===== src/rtl/pipelined_dot_mac_if.sv =====
// pipelined_dot_mac_if: valid/ready stream bundle for the pipelined dot-product MAC.
interface pipelined_dot_mac_if #(
    parameter int W     = 16,
    parameter int N     = 2,
    parameter int OUT_W = 32
);
    logic             in_valid;
    logic             in_ready;
    logic [N*W-1:0]   a;
    logic [N*W-1:0]   b;
    logic [W-1:0]     e;
    logic             out_valid;
    logic             out_ready;
    logic [OUT_W-1:0] y;
    logic             ovf;
    modport master(output in_valid, a, b, e, out_ready, input in_ready, out_valid, y, ovf);
    modport slave(input in_valid, a, b, e, out_ready, output in_ready, out_valid, y, ovf);
endinterface


===== src/rtl/pipelined_dot_mac.sv =====
// pipelined_dot_mac: three-stage signed dot product plus bias, wrap or saturate on output.
module pipelined_dot_mac #(
    parameter int W     = 16,
    parameter int N     = 2,
    parameter int OUT_W = 32,
    parameter int SAT   = 0
) (
    input logic clk,
    input logic rst_n,
    pipelined_dot_mac_if.slave io
);
    localparam int ACC_W = 2 * W + $clog2(N + 1);
    logic                    v1, v2, r1, r2, r3;
    logic signed [2*W-1:0]   p[N];
    logic signed [W-1:0]     e1;
    logic signed [ACC_W-1:0] s2, sum;
    logic [OUT_W-1:0]        y_n;
    logic                    ovf_n;
    assign r3 = ~io.out_valid | io.out_ready;
    assign r2 = ~v2 | r3;
    assign r1 = ~v1 | r2;
    assign io.in_ready = r1;
    always_comb begin
        sum = ACC_W'(e1);
        for (int i = 0; i < N; i++) sum += ACC_W'(p[i]);
    end
    generate
        if (OUT_W >= ACC_W) begin : g_wide
            assign y_n   = OUT_W'(s2);
            assign ovf_n = 1'b0;
        end else begin : g_narrow
            // MAX is the largest OUT_W value at ACC_W; its complement truncates to the minimum
            localparam logic signed [ACC_W-1:0] MAX = {{(ACC_W - OUT_W + 1){1'b0}}, {(OUT_W - 1){1'b1}}};
            logic [OUT_W-1:0] lo;
            logic             wrap;
            assign lo    = s2[OUT_W-1:0];
            assign wrap  = ACC_W'(signed'(lo)) != s2;
            assign ovf_n = wrap;
            assign y_n   = (SAT != 0 && wrap) ? (s2[ACC_W-1] ? OUT_W'(~MAX) : OUT_W'(MAX)) : lo;
        end
    endgenerate
    always_ff @(posedge clk or negedge rst_n) begin
        if (!rst_n) begin
            v1           <= 1'b0;
            v2           <= 1'b0;
            e1           <= '0;
            s2           <= '0;
            io.out_valid <= 1'b0;
            io.y         <= '0;
            io.ovf       <= 1'b0;
            for (int i = 0; i < N; i++) p[i] <= '0;
        end else begin
            if (r1) v1 <= io.in_valid;
            if (r1 && io.in_valid) begin
                for (int i = 0; i < N; i++)
                    p[i] <= (2*W)'($signed(io.a[i*W +: W])) * (2*W)'($signed(io.b[i*W +: W]));
                e1 <= io.e;
            end
            if (r2) v2 <= v1;
            if (r2 && v1) s2 <= sum;
            if (r3) io.out_valid <= v2;
            if (r3 && v2) begin
                io.y   <= y_n;
                io.ovf <= ovf_n;
            end
        end
    end
endmodule

===== src/flat_wrapper.sv =====
// flat-port wrapper written by rule: the top's interface ports become plain ports
module pipelined_dot_mac_flat 
#(
    parameter int W     = 16,
    parameter int N     = 2,
    parameter int OUT_W = 32,
    parameter int SAT   = 0
)
  (clk, rst_n, io_in_valid, io_a, io_b, io_e, io_out_ready, io_in_ready, io_out_valid, io_y, io_ovf);
  pipelined_dot_mac_if #(.W(W), .N(N), .OUT_W(OUT_W)) io_i ();
  input logic clk;
  input logic rst_n;
  input wire logic [$bits(io_i.in_valid)-1:0] io_in_valid;
  input wire logic [$bits(io_i.a)-1:0] io_a;
  input wire logic [$bits(io_i.b)-1:0] io_b;
  input wire logic [$bits(io_i.e)-1:0] io_e;
  input wire logic [$bits(io_i.out_ready)-1:0] io_out_ready;
  output wire logic [$bits(io_i.in_ready)-1:0] io_in_ready;
  output wire logic [$bits(io_i.out_valid)-1:0] io_out_valid;
  output wire logic [$bits(io_i.y)-1:0] io_y;
  output wire logic [$bits(io_i.ovf)-1:0] io_ovf;
  assign io_i.in_valid = io_in_valid;
  assign io_i.a = io_a;
  assign io_i.b = io_b;
  assign io_i.e = io_e;
  assign io_i.out_ready = io_out_ready;
  assign io_in_ready = io_i.in_ready;
  assign io_out_valid = io_i.out_valid;
  assign io_y = io_i.y;
  assign io_ovf = io_i.ovf;
  pipelined_dot_mac #(.W(W), .N(N), .OUT_W(OUT_W), .SAT(SAT)) u_core (.clk(clk), .rst_n(rst_n), .io(io_i));
endmodule

===== config.mk =====
export PLATFORM = sky130hd
export DESIGN_NAME = pipelined_dot_mac_flat
export DESIGN_NICKNAME = d
export VERILOG_FILES = /design/src/rtl/pipelined_dot_mac_if.sv /design/src/rtl/pipelined_dot_mac.sv /design/src/flat_wrapper.sv
export SDC_FILE = /design/constraint.sdc
export NUM_CORES = 2
export LEC_CHECK = 0
export CAP_MARGIN = 5
export CORE_MARGIN = 2
export CORE_UTILIZATION = 62
export DETAILED_ROUTE_END_ITERATION = 8
export GPL_TIMING_DRIVEN = 1
export PLACE_DENSITY = 0.77
export SYNTH_ARGS = -nofsm -noshare
export SYNTH_HDL_FRONTEND = slang
export SYNTH_SLANG_ARGS = --single-unit

===== constraint.sdc =====
create_clock -name clk -period 8.1 [get_ports clk]
set_input_delay 1.215 -clock clk [delete_from_list [all_inputs] [get_ports clk]]
set_output_delay 1.215 -clock clk [all_outputs]
set_load 0.01 [all_outputs]

==> qor.yml <==
yosys:
  synth_top_area_cell: "fa_1"
  yosys_warnings: 0
  yosys-top-cells-area: "fa_1 (41%), dfrtp_1 (14%), ha_1 (9.0%)"
  synth-seq-cells: 150
  async_flop_share: 1.00
  ys_seq_area_frac: 0.138
  ys.flop_type: "dfrtp_1"
  synthCells: 2883
  avgSynthCellArea_um2: 9.45
  synth_cell_types: 76
  post-synth-top-area-fraction: 0.409
  syn_area_um2: 27200
  syn-num-nets: 3720
  synth_edf_count: 0
floorplan:
  core_um2: 43300
  die_h_um: 214
  dieArea_um2: 45600
  die_w_um: 214
  start_util: 0.630
  rows: 76
  ioPinCount: 119
sta:
  fin_crit_sh: 0.927
  fmax_mhz: 133
  finalSetupTns_ps: 0
  fin_crit_ps: 7510
  slew_violations: 0
  worst_pin_slew_ps: 846
  hold_viol: 0
  slew_headroom: 0.436
  setup_viol: 0
  skew_ps: 8.06
  rsz0062_at_grt: "no"
  finalWorstSetupSlack_ps: 594
critical_path:
  worstPathArrival_ps: 7790
  worstSetupPathType: "primary input to flop"
  cp_max_fo: 16
  endpoint_kind: "flop"
  crit_required_ps: 8380
  critPathLaunchType: "primary input"
flow_run:
  cap_viol_max_count: 0
detailed_routing:
  drt_iter0_drc: 1296
  wl_per_cell_um: 17.2
  ant_nets: 0
  route.final.wire_length_mm: 61.3
  drc: 0
  vias: 19700
  firstDrtPassIters: 5
  vias_per_cell: 5.53
place:
  place_ws_ps: 163
  routabilityCongestion: 0.906
  io_buffers: 118
  dp_hpwl_mm: 51.7
final_layout:
  layout_commonest_cell: "inv_1"
  areaGrowthSynthToFinish_pct: 9.01
  antennaDiodeCount: 0
  mostFrequentLayoutCells: "inv_1 (601), fa_1 (557), nand2_1 (425)"
  finalNetCount: 3804
  drive_above_1_share: 0.0470
clock_network:
  ctsHoldBuffers: 0
  cts_sinks: 150
  htreeDepth: 4
  numCtsBuffers: 17
  postCtsSetupBuffers: 0
  clock_path_buffers: 2
  root_buffer: "clkbuf_16"
  cts_tree: "done"
  clk_latency_ps: 420
  cts.clk_slew.worst_paths_ps: 70
  cts_resized: 0
global_route:
  grt_pass1_vias: 21000
  grt_max_degree: 86
  overflow: 0
  antenna_found_initial: 0
  grt_usage: 0.285
  grt_pass1_wl_mm: 103
min_path:
  hp-class: "flop to flop"
outcome:
  status: "finished, final reports clean"
## layout make-up
class,count,area (µm²)
clock buffer,21,450
clock inverter,11,125
fill,3393,13600
inverter,601,2260
multi-input combinational,2038,20900
sequential,150,3750
tap,585,732
timing repair buffer,159,1490
## flip-flops by register name (all words and copies together) (netlist names)
signal               count
u_core.p                64
u_core.s2               34
u_core.io.y             32
u_core.e1               16
u_core.io.out_valid      1
u_core.io.ovf            1
u_core.v1                1
u_core.v2                1
## Yosys cell counts (all sizes together), types with 2 or more instances
library cell,n
a2111o,2
a2111oi,2
a211oi,12
a21o,37
a21oi,77
a221o,2
a221oi,3
a22o,2
a22oi,2
a311oi,2
a31o,3
a31oi,9
and2,246
and3,9
and4,2
buf,3
clkbuf,91
dfrtp,150
fa,557
ha,196
inv,601
mux2,35
mux2i,4
nand2,427
nand2b,22
nand3,17
nand4,6
nor2,64
nor2b,10
nor3,18
nor4,5
o2111ai,3
o211ai,3
o21a,5
o21ai,119
o21bai,11
o221ai,2
o31a,2
o31ai,7
o41ai,3
or2,5
or3,4
or4,4
xnor2,58
xor2,30
## metal layers
| layer | wire length, µm | global-route usage | part of all wire | vias to the layer above |
|---|---|---|---|---|
| met5 | 0 | 0 | 0 | - |
| met4 | 1080 | 0.0596 | 0.018 | 0 |
| met3 | 3250 | 0.0278 | 0.053 | 92 |
| met2 | 30900 | 0.490 | 0.50 | 625 |
| met1 | 26100 | 0.397 | 0.43 | 10100 |
| li1 | - | - | - | 8937 |
## worst max-delay path, stage by stage
cell and delay (ps):
clkdlybuf4s50_1 810, nand2_1 190, inv_1 160, fa_1 550
fa_1 890, fa_1 520, fa_1 500, fa_1 500
inv_1 50, fa_1 470, inv_1 40, ha_1 360
a21oi_1 230, o21ai_0 110, a21o_1 190, a21oi_1 190
o221ai_1 180, o41a_1 360, xnor2_1 180, o21ai_1 90
## stage by stage
| stage | hold WS, ps | util | area, µm² | instances |
|---|---|---|---|---|
| 3_5_place_dp | 473 | 0.673 | 29100 | 3533 |
| 5_1_grt | 512 | 0.686 | 29700 | 3565 |
| 2_1_floorplan | 442 | - | 27200 | 2883 |
| 6_report | 486 | 0.686 | 29700 | 3565 |
| 3_3_place_gp | 459 | 0.673 | 29100 | 3533 |
| 4_1_cts | 489 | 0.686 | 29700 | 3565 |
## final timing paths
check	start	end	slack [ps]	cells after the start
hold reg to reg	u_core.s2[1]	u_core.s2[1]	490	2
max in group asynchronous	rst_n	u_core.p[52]	5910	2
setup reg to reg	u_core.e1[1]	u_core.s2[31]	4390	13
min in group asynchronous	rst_n	u_core.s2[2]	850	1
setup / recovery	io_a[15]	u_core.p[62]	590	20
hold / removal	u_core.s2[1]	u_core.s2[1]	490	2
## kinds of logic after synthesis
family                   count (synthesis)  synth area share
XOR/XNOR                                88            0.0283
buffers and inverters                  695            0.0958
flip-flops                             150             0.138
AND/OR/NAND/NOR                        839             0.147
multiplexers                            39            0.0159
adder cells (fa/ha/maj)                753             0.499
AO/OA/AOI/OAI                          319            0.0760
Power is left out: the tool's default activity adds up to more than one toggle a clock period on the data nets, which glitch-free logic cannot reach.
